$ cat config.mk
export PLATFORM = sky130hd
export DESIGN_NAME = pbch_scramble_qpsk_tx
export DESIGN_NICKNAME = d
export VERILOG_FILES = /design/src/rtl/pbch_scramble_qpsk_tx.sv
export SDC_FILE = /design/constraint.sdc
export NUM_CORES = 1
export LEC_CHECK = 0
export ABC_AREA = 1
export CAP_MARGIN = 20
export CORE_MARGIN = 2
export CORE_UTILIZATION = 62
export DETAILED_ROUTE_END_ITERATION = 8
export GPL_TIMING_DRIVEN = 0
export PLACE_DENSITY_LB_ADDON = 0.05
export SLEW_MARGIN = 0
export SYNTH_ARGS = -nofsm -noshare
export SYNTH_HDL_FRONTEND = slang
export SYNTH_SLANG_ARGS = --single-unit
$ cat constraint.sdc
create_clock -name clk -period 2.5 [get_ports clk]
set_input_delay 0.625 -clock clk [delete_from_list [all_inputs] [get_ports clk]]
set_output_delay 0.625 -clock clk [all_outputs]
set_load 0.01 [all_outputs]
$ cat src/rtl/pbch_scramble_qpsk_tx.sv
// pbch_scramble_qpsk_tx
// Transmit-side PBCH scrambler and QPSK mapper. One SSB worth of coded bits
// (Mpn of them) is XORed with the cell-specific Gold sequence, offset by the
// SSB index, and consecutive bit pairs are mapped to signed I/Q components.
//
// Ports
//   clk        : single clock, rising edge
//   rst        : synchronous, active-high reset
//   start      : one-cycle pulse beginning an SSB (only honoured when idle)
//   ncellid    : cell ID, used as the Gold-sequence c_init (sampled on start)
//   issb       : SSB index LSBs selecting the sequence offset (sampled on start)
//   in_bit     : coded PBCH bit
//   in_valid   : in_bit is valid this cycle
//   in_ready   : block accepts a bit this cycle
//   mod_i      : signed I component of the current symbol
//   mod_q      : signed Q component of the current symbol
//   out_valid  : one-cycle pulse, mod_i/mod_q carry a new symbol
//   done       : one-cycle pulse alongside the last symbol of the SSB

module pbch_scramble_qpsk_tx #(
    parameter int WORD_LENGTH = 8,
    parameter int AMP         = 45,
    parameter int Mpn         = 864,
    parameter int NC          = 1600
) (
    input  logic                          clk,
    input  logic                          rst,
    input  logic                          start,
    input  logic [9:0]                    ncellid,
    input  logic [1:0]                    issb,
    input  logic                          in_bit,
    input  logic                          in_valid,
    output logic                          in_ready,
    output logic signed [WORD_LENGTH-1:0] mod_i,
    output logic signed [WORD_LENGTH-1:0] mod_q,
    output logic                          out_valid,
    output logic                          done
);

    localparam logic [12:0] NC_W     = 13'(NC);
    localparam logic [12:0] MPN_W    = 13'(Mpn);
    localparam logic [9:0]  LAST_BIT = 10'(Mpn - 1);
    localparam logic signed [WORD_LENGTH-1:0] POS_AMP = WORD_LENGTH'(AMP);
    localparam logic signed [WORD_LENGTH-1:0] NEG_AMP = WORD_LENGTH'(-AMP);

    typedef enum logic [1:0] {
        ST_IDLE   = 2'd0,
        ST_LOAD   = 2'd1,
        ST_WARMUP = 2'd2,
        ST_RUN    = 2'd3
    } state_t;

    // One step of the x1 m-sequence: x1(n+31) = x1(n+3) ^ x1(n).
    function automatic logic [30:0] x1_step(input logic [30:0] x);
        return {x[3] ^ x[0], x[30:1]};
    endfunction

    // One step of the x2 m-sequence: x2(n+31) = x2(n+3)^x2(n+2)^x2(n+1)^x2(n).
    function automatic logic [30:0] x2_step(input logic [30:0] x);
        return {x[3] ^ x[2] ^ x[1] ^ x[0], x[30:1]};
    endfunction

    state_t                          state_r;
    state_t                          state_next_s;
    logic [30:0]                     x1_r;
    logic [30:0]                     x2_r;
    logic [12:0]                     warm_cnt_r;
    logic [9:0]                      bit_cnt_r;
    logic                            s_i_r;
    logic [9:0]                      ncellid_r;
    logic [1:0]                      issb_r;
    logic                            in_ready_r;
    logic signed [WORD_LENGTH-1:0]   mod_i_r;
    logic signed [WORD_LENGTH-1:0]   mod_q_r;
    logic                            out_valid_r;
    logic                            done_r;

    logic                            c_s;
    logic                            s_s;
    logic                            accept_s;
    logic                            last_bit_s;
    logic                            in_ready_next_s;
    logic                            sym_fire_s;
    logic                            done_next_s;

    assign c_s        = x1_r[0] ^ x2_r[0];
    assign s_s        = in_bit ^ c_s;
    assign accept_s   = (state_r == ST_RUN) & in_valid & in_ready_r;
    assign last_bit_s = (bit_cnt_r == LAST_BIT);

    // State register.
    always_ff @(posedge clk) begin
        if (rst) begin
            state_r <= ST_IDLE;
        end else begin
            state_r <= state_next_s;
        end
    end

    // Next-state decode.
    always_comb begin
        state_next_s = state_r;
        case (state_r)
            ST_IDLE: begin
                if (start) begin
                    state_next_s = ST_LOAD;
                end else begin
                    state_next_s = ST_IDLE;
                end
            end
            ST_LOAD: begin
                state_next_s = ST_WARMUP;
            end
            ST_WARMUP: begin
                // The step taken in the cycle where the count is 1 is the last one.
                if (warm_cnt_r <= 13'd1) begin
                    state_next_s = ST_RUN;
                end else begin
                    state_next_s = ST_WARMUP;
                end
            end
            ST_RUN: begin
                if (accept_s && last_bit_s) begin
                    state_next_s = ST_IDLE;
                end else begin
                    state_next_s = ST_RUN;
                end
            end
            default: begin
                state_next_s = ST_IDLE;
            end
        endcase
    end

    // Output decode: values the output registers take at the next edge.
    always_comb begin
        in_ready_next_s = 1'b0;
        sym_fire_s      = 1'b0;
        done_next_s     = 1'b0;
        // Ready is registered, so it follows the state we are moving into;
        // leaving RUN on the final bit drops it together with the state change.
        if (state_next_s == ST_RUN) begin
            in_ready_next_s = 1'b1;
        end else begin
            in_ready_next_s = 1'b0;
        end
        // Odd-index bits complete a symbol.
        if (accept_s && bit_cnt_r[0]) begin
            sym_fire_s  = 1'b1;
            done_next_s = last_bit_s;
        end else begin
            sym_fire_s  = 1'b0;
            done_next_s = 1'b0;
        end
    end

    // Datapath: Gold generator, counters, symbol registers and output flags.
    always_ff @(posedge clk) begin
        if (rst) begin
            x1_r        <= 31'd0;
            x2_r        <= 31'd0;
            warm_cnt_r  <= 13'd0;
            bit_cnt_r   <= 10'd0;
            s_i_r       <= 1'b0;
            ncellid_r   <= 10'd0;
            issb_r      <= 2'd0;
            in_ready_r  <= 1'b0;
            mod_i_r     <= '0;
            mod_q_r     <= '0;
            out_valid_r <= 1'b0;
            done_r      <= 1'b0;
        end else begin
            in_ready_r  <= in_ready_next_s;
            out_valid_r <= sym_fire_s;
            done_r      <= done_next_s;
            case (state_r)
                ST_IDLE: begin
                    if (start) begin
                        ncellid_r <= ncellid;
                        issb_r    <= issb;
                    end
                end
                ST_LOAD: begin
                    x1_r       <= 31'h1;
                    x2_r       <= {21'd0, ncellid_r};
                    // Warm-up skips NC steps plus one SSB stride per index.
                    warm_cnt_r <= NC_W + (MPN_W * {11'd0, issb_r});
                    bit_cnt_r  <= 10'd0;
                    s_i_r      <= 1'b0;
                end
                ST_WARMUP: begin
                    x1_r       <= x1_step(x1_r);
                    x2_r       <= x2_step(x2_r);
                    warm_cnt_r <= warm_cnt_r - 13'd1;
                end
                ST_RUN: begin
                    if (accept_s) begin
                        x1_r      <= x1_step(x1_r);
                        x2_r      <= x2_step(x2_r);
                        bit_cnt_r <= bit_cnt_r + 10'd1;
                        if (!bit_cnt_r[0]) begin
                            s_i_r <= s_s;
                        end else begin
                            mod_i_r <= s_i_r ? NEG_AMP : POS_AMP;
                            mod_q_r <= s_s   ? NEG_AMP : POS_AMP;
                        end
                    end
                end
                default: begin
                    x1_r <= x1_r;
                end
            endcase
        end
    end

    assign in_ready  = in_ready_r;
    assign mod_i     = mod_i_r;
    assign mod_q     = mod_q_r;
    assign out_valid = out_valid_r;
    assign done      = done_r;

endmodule

==> flow_metrics.py <==
metrics = {
    "detailed_routing": {
        "post-route-drc-count": 0,
        "drtIter0Drc": 243,
        "viasPerCell": 5.16,
        "vias": 3988,
        "ant_nets": 0,
        "routed_wl_mm": 9.18,
        "dr.pass1.iters": 5,
        "avgRoutedWirePerCell_um": 11.9,
    },
    "floorplan": {
        "die_y_um": 90.3,
        "core_um2": 7210,
        "die_area_um2": 8150,
        "start_util_pct": 63.9,
        "fp-row-count": 31,
        "dieWidth_um": 90.3,
        "ioPinCount": 36,
    },
    "sta": {
        "fin_crit_sh_pct": 82.9,
        "fin_tns_setup_ns": 0,
        "rsz0062_at_grt": "no",
        "fin_hold_ws_ns": 0.462,
        "fmax_mhz": 482,
        "final_max_slew_viol_count": 0,
        "fin_skew_ns": 0.0137,
        "max_slew_margin_pct": 62.1,
        "hold_violations": 0,
        "fin_ws_ns": 0.426,
        "period_needed_ns": 2.07,
        "finalSetupViolCount": 0,
        "worstMarginPinSlew_ns": 0.569,
    },
    "clock_network": {
        "cts_tree": "yes",
        "cts_resized": 0,
        "postCtsSetupBuffers": 0,
        "numCtsBuffers": 9,
        "cts_buffer_depth": 2,
        "cts_sinks": 108,
        "htreeDepth": 3,
        "clkTransAtPathRegs_ns": 0.10,
        "clk_latency_ns": 0.37,
        "clock-root-buffer": "clkbuf_8",
        "cts-hold-fix-buffers": 0,
    },
    "final_layout": {
        "layout-drive-gt1-share_pct": 6.97,
        "diodes": 0,
        "nFillCells": 600,
        "final_nets": 698,
        "postLayoutCoreUtil_pct": 73.6,
        "layoutNonFillerInstCount": 773,
        "layout-area-overhead-vs-synth_pct": 15.1,
    },
    "worst_setup_path": {
        "crit_slowest_cell": "clkdlybuf4s50_1",
        "critPathTopFamily": "buffers and inverters",
        "cpPeakStageDelay_ns": 0.52,
        "crit_type": "reg2out",
        "crit_path_start_kind": "register",
        "reg2reg_slack_ns": 0.75,
        "worstPathArrival_ns": 1.45,
        "crit_chain": "buf_4 > clkdlybuf4s50_1",
        "cp_max_fo": 5,
        "path_buf_inv": 2,
        "crit_path_end_kind": "output port",
        "required_ns": 1.88,
    },
    "placed_design": {
        "gp_congestion": 0.908,
        "dp_cells": 757,
        "pre_cts_slack_ns": 0.372,
        "port_buffers": 34,
        "hpwlAfterDp_mm": 6.63,
    },
    "power_and_ir_drop": {
        "powerDensity_nw_per_um2": 855,
        "peakVddDrop_uv": 501,
        "p_leak_nw": 2.01,
    },
    "grt": {
        "grtUsageTotal_pct": 23.7,
        "antenna_found_initial": 0,
        "grt_pass1_vias": 3674,
        "grt_first_pass_wirelength_mm": 16.1,
        "grt-ovfl-total": 0,
        "grt_max_degree": 19,
    },
    "logic_synthesis": {
        "syn-num-nets": 653,
        "synth.cell_area_um2": 4610,
        "ys_seq_area_share_pct": 46.9,
        "syn-instance-count": 624,
        "ys_ff_latch": 108,
        "synthDistinctLibCells": 29,
        "yosysWarnings": 0,
        "synth_area_per_cell_um2": 7.39,
    },
    "min_path": {
        "min_path_type": "reg2reg",
    },
    "run_status": {
        "status": "finished, final reports clean",
    },
    "job": {
        "drv_cap": 0,
    },
}
[cell usage in the layout, fill, tap and decap left out, types with 2 or more instances in the layout]
cell type | netlist | layout
buf_2 | 8 | 8
nand4_1 | 3 | 3
nand2_1 | 176 | 176
buf_6 | 5 | 5
clkdlybuf4s50_1 | 0 | 34
nor2_1 | 65 | 65
bufinv_16 | 0 | 2
nor3b_1 | 2 | 2
nand3_1 | 17 | 17
a21oi_1 | 76 | 76
clkbuf_1 | 14 | 14
clkinvlp_4 | 0 | 2
nor3_1 | 9 | 9
buf_4 | 12 | 12
xor2_1 | 5 | 5
clkbuf_8 | 0 | 10
dfxtp_1 | 108 | 108
a31oi_1 | 11 | 11
o21ai_0 | 48 | 48
xnor2_1 | 3 | 3
inv_6 | 0 | 2
ha_1 | 12 | 12
inv_1 | 39 | 39
[where the power goes]
| part | switching [W] | internal (W) |
|---|---|---|
| clock network | 0.000588 | 0.000599 |
| registers | 0.000140 | 0.00189 |
| logic | 0.000867 | 0.000457 |
| total | 0.00160 | 0.00294 |
[final timing paths]
check | startpoint | to | depth (start not counted)
setup / recovery | mod_q[6] | mod_q[7] | 2
setup reg to reg | state_r[1] | x2_r[5] | 9
hold reg to reg | x2_r[24] | x2_r[23] | 2
hold / removal | x2_r[24] | x2_r[23] | 2
[cell type report]
cell class	instances	area, µm²	area share (%)
Buffer	40	243	4.57
Tap cell	99	124	2.33
Sequential cell	108	2160	40.7
Timing Repair Buffer	34	340	6.41
Inverter	41	154	2.90
Clock buffer	10	138	2.59
Clock inverter	6	92.6	1.74
Multi-Input combinational cell	435	2050	38.7
[cells by family (layout without fill, tap and decap cells)]
family | after synthesis | in the layout | share of synthesized area, %
XOR/XNOR | 8 | 8 | 1.52
buffers and inverters | 81 | 131 | 8.60
adder cells (fa/ha/maj) | 12 | 12 | 3.25
AND/OR/NAND/NOR | 278 | 278 | 24.5
flip-flops | 108 | 108 | 46.9
AO/OA/AOI/OAI | 137 | 137 | 15.3
[worst register-to-register path: cells and delay by family, from the launching register on]
kind	cells	cell delay (ns)
AOI/OAI and AO/OA	2	0.26
adders and majority gates	1	0.17
buffers and inverters	3	0.44
DFF	1	0.41
and+or+nand+nor	3	0.41
[metal layers]
metal | track usage [%] | up-vias | share of wire, %
met5 | 0 | - | 0
met2 | 38.8 | 109 | 46
met1 | 31.8 | 1779 | 48
met3 | 4.34 | 9 | 5.4
met4 | 7.95 | 0 | 0.96
li1 | - | 2091 | -
[flip-flops by register name (all words and copies together) (netlist names), 3 cells and up]
signal      cells
ncellid_r      10
x1_r           31
bit_cnt_r      10
x2_r           31
mod_i           3
warm_cnt_r     13
[synth_stat cells, drive strengths merged]
cell       n  area (µm²)
xnor2      3        26.3
inv       40         150
ha        12         150
a21oi     76         380
nand2    178         678
xor2       5        43.8
a31oi     11        68.8
clkinv     1        3.75
nor4       1        6.26
a21boi     1        7.51
nand4      3        18.8
nor3       9        45.0
nand3     18        95.1
a2bb2oi    1        8.76
clkbuf    14        52.6
nor3b      2        15.0
nor2      67         270
dfxtp    108        2160
buf       26         190
o21ai     48         240
[through the flow]
stage,cell area (µm²),power [W]
after floorplan,4610,0.00305
after global placement,5080,0.00332
after detailed placement,5080,0.00336
after CTS,5310,0.00455
after global routing,5310,0.00483
final,5310,0.00454
No activity file was read; power rests on OpenSTA's default activity.
